### src/rtl/seq_alu_pkg.sv
// Shared constants for seq_alu: opcode encoding, branch modes and FSM state encoding.
package seq_alu_pkg;

    localparam logic [2:0] OP_ADD = 3'd0;
    localparam logic [2:0] OP_SUB = 3'd1;
    localparam logic [2:0] OP_XOR = 3'd2;
    localparam logic [2:0] OP_MOV = 3'd3;
    localparam logic [2:0] OP_ADC = 3'd4;
    localparam logic [2:0] OP_SBC = 3'd5;
    localparam logic [2:0] OP_BR  = 3'd6;
    localparam logic [2:0] OP_MUL = 3'd7;

    localparam logic [1:0] BR_UNC    = 2'd0;
    localparam logic [1:0] BR_CARRY  = 2'd1;
    localparam logic [1:0] BR_BORROW = 2'd2;
    localparam logic [1:0] BR_TOGGLE = 2'd3;

    localparam logic [1:0] ST_IDLE = 2'd0;
    localparam logic [1:0] ST_MUL  = 2'd1;
    localparam logic [1:0] ST_HOLD = 2'd2;

endpackage

### src/rtl/seq_alu_mul.sv
// seq_alu_mul: iterative shift-add multiplier, one multiplier bit per clock.
// Only built when SEQ_ALU_MUL_EN is defined.
`ifdef SEQ_ALU_MUL_EN
module seq_alu_mul #(
    parameter int WIDTH = 8
) (
    input  logic                 clk,
    input  logic                 rst_n,
    input  logic                 start,
    input  logic [WIDTH-1:0]     a,
    input  logic [WIDTH-1:0]     b,
    output logic                 busy,
    output logic                 done,
    output logic [2*WIDTH-1:0]   product
);
    localparam int CNT_W = $clog2(WIDTH + 1);

    logic [2*WIDTH-1:0] multiplicand;
    logic [2*WIDTH-1:0] acc;
    logic [WIDTH-1:0]   multiplier;
    logic [CNT_W-1:0]   count;

    // product already includes the step in flight, so done marks the final iteration
    assign busy    = (count != '0);
    assign done    = (count == CNT_W'(1));
    assign product = acc + (multiplier[0] ? multiplicand : '0);

    always_ff @(posedge clk or negedge rst_n) begin
        if (!rst_n) begin
            multiplicand <= '0;
            acc          <= '0;
            multiplier   <= '0;
            count        <= '0;
        end else if (start) begin
            multiplicand <= {{WIDTH{1'b0}}, a};
            acc          <= '0;
            multiplier   <= b;
            count        <= CNT_W'(WIDTH);
        end else if (busy) begin
            acc          <= product;
            multiplicand <= multiplicand << 1;
            multiplier   <= multiplier >> 1;
            count        <= count - CNT_W'(1);
        end
    end

endmodule
`endif

### src/rtl/seq_alu.sv
// seq_alu: registered ALU with valid/ready handshake, sticky flags and a branch unit.
// Define SEQ_ALU_MUL_EN to build the iterative multiplier behind opcode 7.
module seq_alu #(
    parameter int WIDTH  = 8,
    parameter int ADDR_W = 4
) (
    input  logic              clk,
    input  logic              rst_n,
    input  logic              in_valid,
    output logic              in_ready,
    input  logic [2:0]        opcode,
    input  logic [ADDR_W-1:0] addrs,
    input  logic [WIDTH-1:0]  d_in0,
    input  logic [WIDTH-1:0]  d_in1,
    output logic              out_valid,
    input  logic              out_ready,
    output logic [WIDTH-1:0]  d_out,
    output logic              carry,
    output logic              borrow,
    output logic              zero,
    output logic              bcf,
    output logic              bbf,
    output logic              buc,
    output logic              toggle_out,
    output logic              illegal
);
    import seq_alu_pkg::*;

    logic [1:0]       state;
    logic             started;
    logic             accept;
    logic [1:0]       brMode;
    logic             carryIn;
    logic             borrowIn;
    logic [WIDTH:0]   sum;
    logic [WIDTH:0]   diff;
    logic             unusedBits;

    // started keeps in_ready low until the first clock after reset release
    assign in_ready   = started && (state == ST_IDLE);
    assign accept     = in_valid && in_ready;
    assign out_valid  = (state == ST_HOLD);
    assign brMode     = addrs[1:0];
    assign unusedBits = ^addrs;

    assign carryIn  = (opcode == OP_ADC) && carry;
    assign borrowIn = (opcode == OP_SBC) && borrow;
    assign sum      = {1'b0, d_in0} + {1'b0, d_in1} + {{WIDTH{1'b0}}, carryIn};
    assign diff     = {1'b0, d_in0} - {1'b0, d_in1} - {{WIDTH{1'b0}}, borrowIn};

`ifdef SEQ_ALU_MUL_EN
    logic                 mulStart;
    logic                 mulDone;
    logic                 unusedMulBusy;
    logic [2*WIDTH-1:0]   mulProduct;

    assign mulStart = accept && (opcode == OP_MUL);

    seq_alu_mul #(.WIDTH(WIDTH)) uMul (
        .clk     (clk),
        .rst_n   (rst_n),
        .start   (mulStart),
        .a       (d_in0),
        .b       (d_in1),
        .busy    (unusedMulBusy),
        .done    (mulDone),
        .product (mulProduct)
    );
`endif

    always_ff @(posedge clk or negedge rst_n) begin
        if (!rst_n) begin
            started <= 1'b0;
        end else begin
            started <= 1'b1;
        end
    end

    always_ff @(posedge clk or negedge rst_n) begin
        if (!rst_n) begin
            state      <= ST_IDLE;
            d_out      <= '0;
            carry      <= 1'b0;
            borrow     <= 1'b0;
            zero       <= 1'b0;
            bcf        <= 1'b0;
            bbf        <= 1'b0;
            buc        <= 1'b0;
            toggle_out <= 1'b0;
            illegal    <= 1'b0;
        end else begin
            case (state)
                ST_IDLE: begin
                    if (accept) begin
                        state   <= ST_HOLD;
                        bcf     <= 1'b0;
                        bbf     <= 1'b0;
                        buc     <= 1'b0;
                        illegal <= 1'b0;
                        case (opcode)
                            OP_ADD, OP_ADC: begin
                                d_out <= sum[WIDTH-1:0];
                                carry <= sum[WIDTH];
                                zero  <= (sum[WIDTH-1:0] == '0);
                            end
                            OP_SUB, OP_SBC: begin
                                d_out  <= diff[WIDTH-1:0];
                                borrow <= diff[WIDTH];
                                zero   <= (diff[WIDTH-1:0] == '0);
                            end
                            OP_XOR: begin
                                d_out <= d_in0 ^ d_in1;
                                zero  <= ((d_in0 ^ d_in1) == '0);
                            end
                            OP_MOV: begin
                                d_out <= d_in1;
                                zero  <= (d_in1 == '0);
                            end
                            OP_BR: begin
                                d_out <= d_in1;
                                buc   <= (brMode == BR_UNC);
                                bcf   <= (brMode == BR_CARRY) && carry;
                                bbf   <= (brMode == BR_BORROW) && borrow;
                                if (brMode == BR_TOGGLE) begin
                                    toggle_out <= ~toggle_out;
                                end
                            end
                            OP_MUL: begin
`ifdef SEQ_ALU_MUL_EN
                                state <= ST_MUL;
`else
                                d_out   <= '0;
                                illegal <= 1'b1;
`endif
                            end
                        endcase
                    end
                end
                ST_MUL: begin
`ifdef SEQ_ALU_MUL_EN
                    if (mulDone) begin
                        state <= ST_HOLD;
                        d_out <= mulProduct[WIDTH-1:0];
                        carry <= (mulProduct[2*WIDTH-1:WIDTH] != '0);
                        zero  <= (mulProduct[WIDTH-1:0] == '0);
                    end
`else
                    state <= ST_IDLE;
`endif
                end
                ST_HOLD: begin
                    // branch and illegal pulses live only as long as their result
                    if (out_ready) begin
                        state   <= ST_IDLE;
                        bcf     <= 1'b0;
                        bbf     <= 1'b0;
                        buc     <= 1'b0;
                        illegal <= 1'b0;
                    end
                end
                default: state <= ST_IDLE;
            endcase
        end
    end

endmodule

### config.mk
export PLATFORM = sky130hd
export DESIGN_NAME = seq_alu
export DESIGN_NICKNAME = d
export VERILOG_FILES = /design/src/rtl/seq_alu_pkg.sv /design/src/rtl/seq_alu_mul.sv /design/src/rtl/seq_alu.sv
export SDC_FILE = /design/constraint.sdc
export NUM_CORES = 1
export LEC_CHECK = 0
export ABC_AREA = 0
export BUFFER_PORTS_ARGS = -buffer_cell sky130_fd_sc_hd__clkbuf_2
export CAP_MARGIN = 5
export CORE_ASPECT_RATIO = 1.2
export CORE_MARGIN = 5
export CORE_UTILIZATION = 35
export DETAILED_ROUTE_END_ITERATION = 7
export SLEW_MARGIN = 25
export SYNTH_ARGS = -nofsm -noshare
export SYNTH_HDL_FRONTEND = slang
export SYNTH_SLANG_ARGS = --single-unit
export TNS_END_PERCENT = 10
### constraint.sdc
create_clock -name clk -period 3.2 [get_ports clk]
set_clock_uncertainty 0.15 [all_clocks]
set_input_delay 0.48 -clock clk [delete_from_list [all_inputs] [get_ports clk]]
set_output_delay 0.48 -clock clk [all_outputs]
set_load 0.01 [all_outputs]
==> impl_metrics.ini <==
[setup_path]
r2r_end = zero
crit_path_end_kind = register
cp-start-kind = register
r2r_cells = 9
critical_path_class = register to register
r2r_slack_ns = 0.30
crit_arrival_ns = 2.88
rr_startpoint = carry
startpoint = carry
crit_required_ns = 3.18
cp_max_fo = 3

[timing]
period_share_pct = 90.6
finalMaxSlewViolations = 0
tns_ns = 0
max_slew_margin_pct = 56.4
clock.fmax_mhz = 345
hold_violations = 0
min_period_ns = 2.90
rsz0062_at_grt = no
hold_ws_ns = 0.0149
setup-violations-final = 0
worst_pin_slew_ns = 0.652

[yosys]
syn_nets = 309
synth_xor_area_share_pct = 3.46
synth-adder-area-share_pct = 16.3
synth_top_family_by_area = compound AO/OA/AOI/OAI gates
synth_top_flop_cell = dfrtp_1
seq_area_frac_synth_pct = 22.3
synth_top_area_share_pct = 22.3
async_reset_ff_share_pct = 100
synth_compound_area_share_pct = 24.6
synth_area_leader_cell = dfrtp_1
synth_area_per_cell_um2 = 7.84
synth_cell_types = 56
synth_seq_cells = 18
post_synth_and_or_nand_nor_area_fraction_pct = 22.0
syn_inst = 258
synth_edf_count = 0
yosys_warnings = 0
synth_area_leaders = dfrtp_1, ha_1, inv_1, a21oi_1, o21ai_0
synthMuxAreaShare_pct = 2.54
synth_area_um2 = 2020

[power_and_ir_drop]
p_int_mw = 0.530
p_per_area_nw_per_um2 = 367
switchingPower_mw = 0.341
netSwitchingFraction_pct = 39.2
vdd_drop_max_uv = 128
p_leak_nw = 1.15
combPwrFrac_pct = 48.8
pwr-share-seq_pct = 34.2
p_clk_share_pct = 17.0

[detailed_routing]
drt_iter0_markers = 82
via_per_inst = 5.45
wl_per_cell_um = 14.9
num_vias = 1995
antenna_left = 0
drt_wl_total_um = 5460
drc = 0
first_pass_iters = 4

[finish]
utilization_pct = 42.2
antenna_cells = 0
syn_to_final_growth_pct = 17.4
layout-drive-gt1-share_pct = 21.5
layout.nets = 355
stdcell_area_um2 = 2370

[cts]
ctsResizeCount = 0
cts_tree = built
cts_root_buf = clkbuf_8
cts_setup_buffers = 0
cts_buffers = 3
clk-insertion-delay-late_ns = 0.24
clk_path_buf_depth = 2
clk_pin_slew_worst_paths_ns = 0.06
htree_levels = 1
clkSinkCount = 18
holdBufCountCts = 0

[placement]
numPortBuffers = 42
place.gp.congestion = 0.844
place_hpwl_um = 4630
placed_cell_area_um2 = 2330

[worst_hold_path]
min_path_type = input port to asynchronous set/reset pin

[global_route]
grt_pass1_vias = 1866
grt_usage_pct = 15.3
grt_overflow = 0
grt_antenna_before_repair = 0
grt_max_degree = 27
grt_pass1_wl_um = 9120

[die]
fp.coreArea_um2 = 5630
dieArea_um2 = 7410
ios = 45
die_h_um = 93.3
start_util_pct = 35.9
row_count = 30
fp.dieW_um = 79.4

[status]
outcome = finished clean

[job]
maxCapViolCount = 0
how the worst max path moves through the flow:
| stage | end | slack (ns) | depth (start not counted) |
|---|---|---|---|
| 2_1_floorplan | zero | 0.02 | 12 |
| 3_3_place_gp | zero | 0.07 | 11 |
| 3_5_place_dp | zero | 0.05 | 11 |
| 4_1_cts | zero | 0.31 | 9 |
| 5_1_grt | zero | 0.14 | 11 |
| 6_report | zero | 0.30 | 9 |
cell usage after synthesis, types with 3 or more instances:
cell type  count
a31oi_1        8
clkbuf_1       6
and3_1         4
nand3_1        6
o21a_1         3
a211oi_1       3
o21ai_0       17
inv_1         27
o21ai_1        3
inv_2          3
ha_1          20
fa_1           4
nor3_1         7
nand4_1        4
dfrtp_1       18
or4_1          3
xnor2_1        6
nand2_1       19
o31ai_1        4
nor4_1         8
nor2_1        19
mux2i_1        4
or3_1          3
a21oi_1       18
through the flow:
step | total power, mW | std cells | setup slack [ns]
floorplan | 0.572 | 258 | 0.0248
global placement | 0.722 | 363 | 0.0670
detailed placement | 0.731 | 363 | 0.0534
CTS | 0.881 | 366 | 0.310
global route | 0.944 | 366 | 0.144
finish | 0.872 | 366 | 0.299
sequential cells by signal (all words and copies together), names as in the netlist:
| signal | cells |
|---|---|
| bbf | 1 |
| bcf | 1 |
| borrow | 1 |
| buc | 1 |
| carry | 1 |
| d_out | 8 |
| illegal | 1 |
| started | 1 |
| state | 1 |
| toggle_out | 1 |
| zero | 1 |
worst max-delay path, cell delays in order, from the launching register on:
cell,delay [ns]
dfrtp_1,0.40
and3_1,0.19
fa_1,0.40
fa_1,0.44
nand2b_1,0.14
a221oi_2,0.09
mux2_1,0.33
a211oi_1,0.36
nand4bb_1,0.20
o211ai_2,0.08
power groups by stage:
stage	clock network (mW)	registers [mW]	logic, mW
global placement	0	0.303	0.420
global route	0.161	0.303	0.480
CTS	0.152	0.299	0.429
detailed placement	0	0.304	0.428
floorplan	0	0.318	0.254
finish	0.148	0.298	0.426
kinds of logic (layout without fill, tap and decap cells):
kind of cell             count (synthesis)  after routing
XOR/XNOR                                 8              8
flip-flops                              18             18
AND/OR/NAND/NOR                         84             84
other                                    1              1
buffers and inverters                   42             86
AO/OA/AOI/OAI                           76             76
multiplexers                             5              5
adder cells (fa/ha/maj)                 24             24
cells in the final DEF (no fill, tap or decap), types with 4 or more instances in the layout:
cell type,netlist,layout
o21ai_0,17,17
dfrtp_1,18,18
a31oi_1,8,8
nand2_1,19,19
buf_4,2,11
o31ai_1,4,4
a21oi_1,18,18
and3_1,4,4
mux2i_1,4,4
fa_1,4,4
nor3_1,7,7
inv_1,27,27
nor4_1,8,8
clkbuf_2,0,42
nor2_1,19,19
nand3_1,6,6
nand4_1,4,4
ha_1,20,20
xnor2_1,6,6
layout make-up:
cell class / count / area [µm²]
fill: 623 / 3260
multi-input combinational: 198 / 1400
inverter: 30 / 113
clock buffer: 3 / 41.3
tap: 64 / 80.1
timing repair buffer: 53 / 293
sequential: 18 / 450
metal layers:
metal	vias to the layer above	track usage, %	part of all wire [%]
li1	1019	-	-
met1	917	20.9	46
met2	51	25.7	48
met3	8	1.25	4.0
met4	0	4.01	2.1
met5	-	0	0
Note: power is estimated with default switching activity, not from simulation.
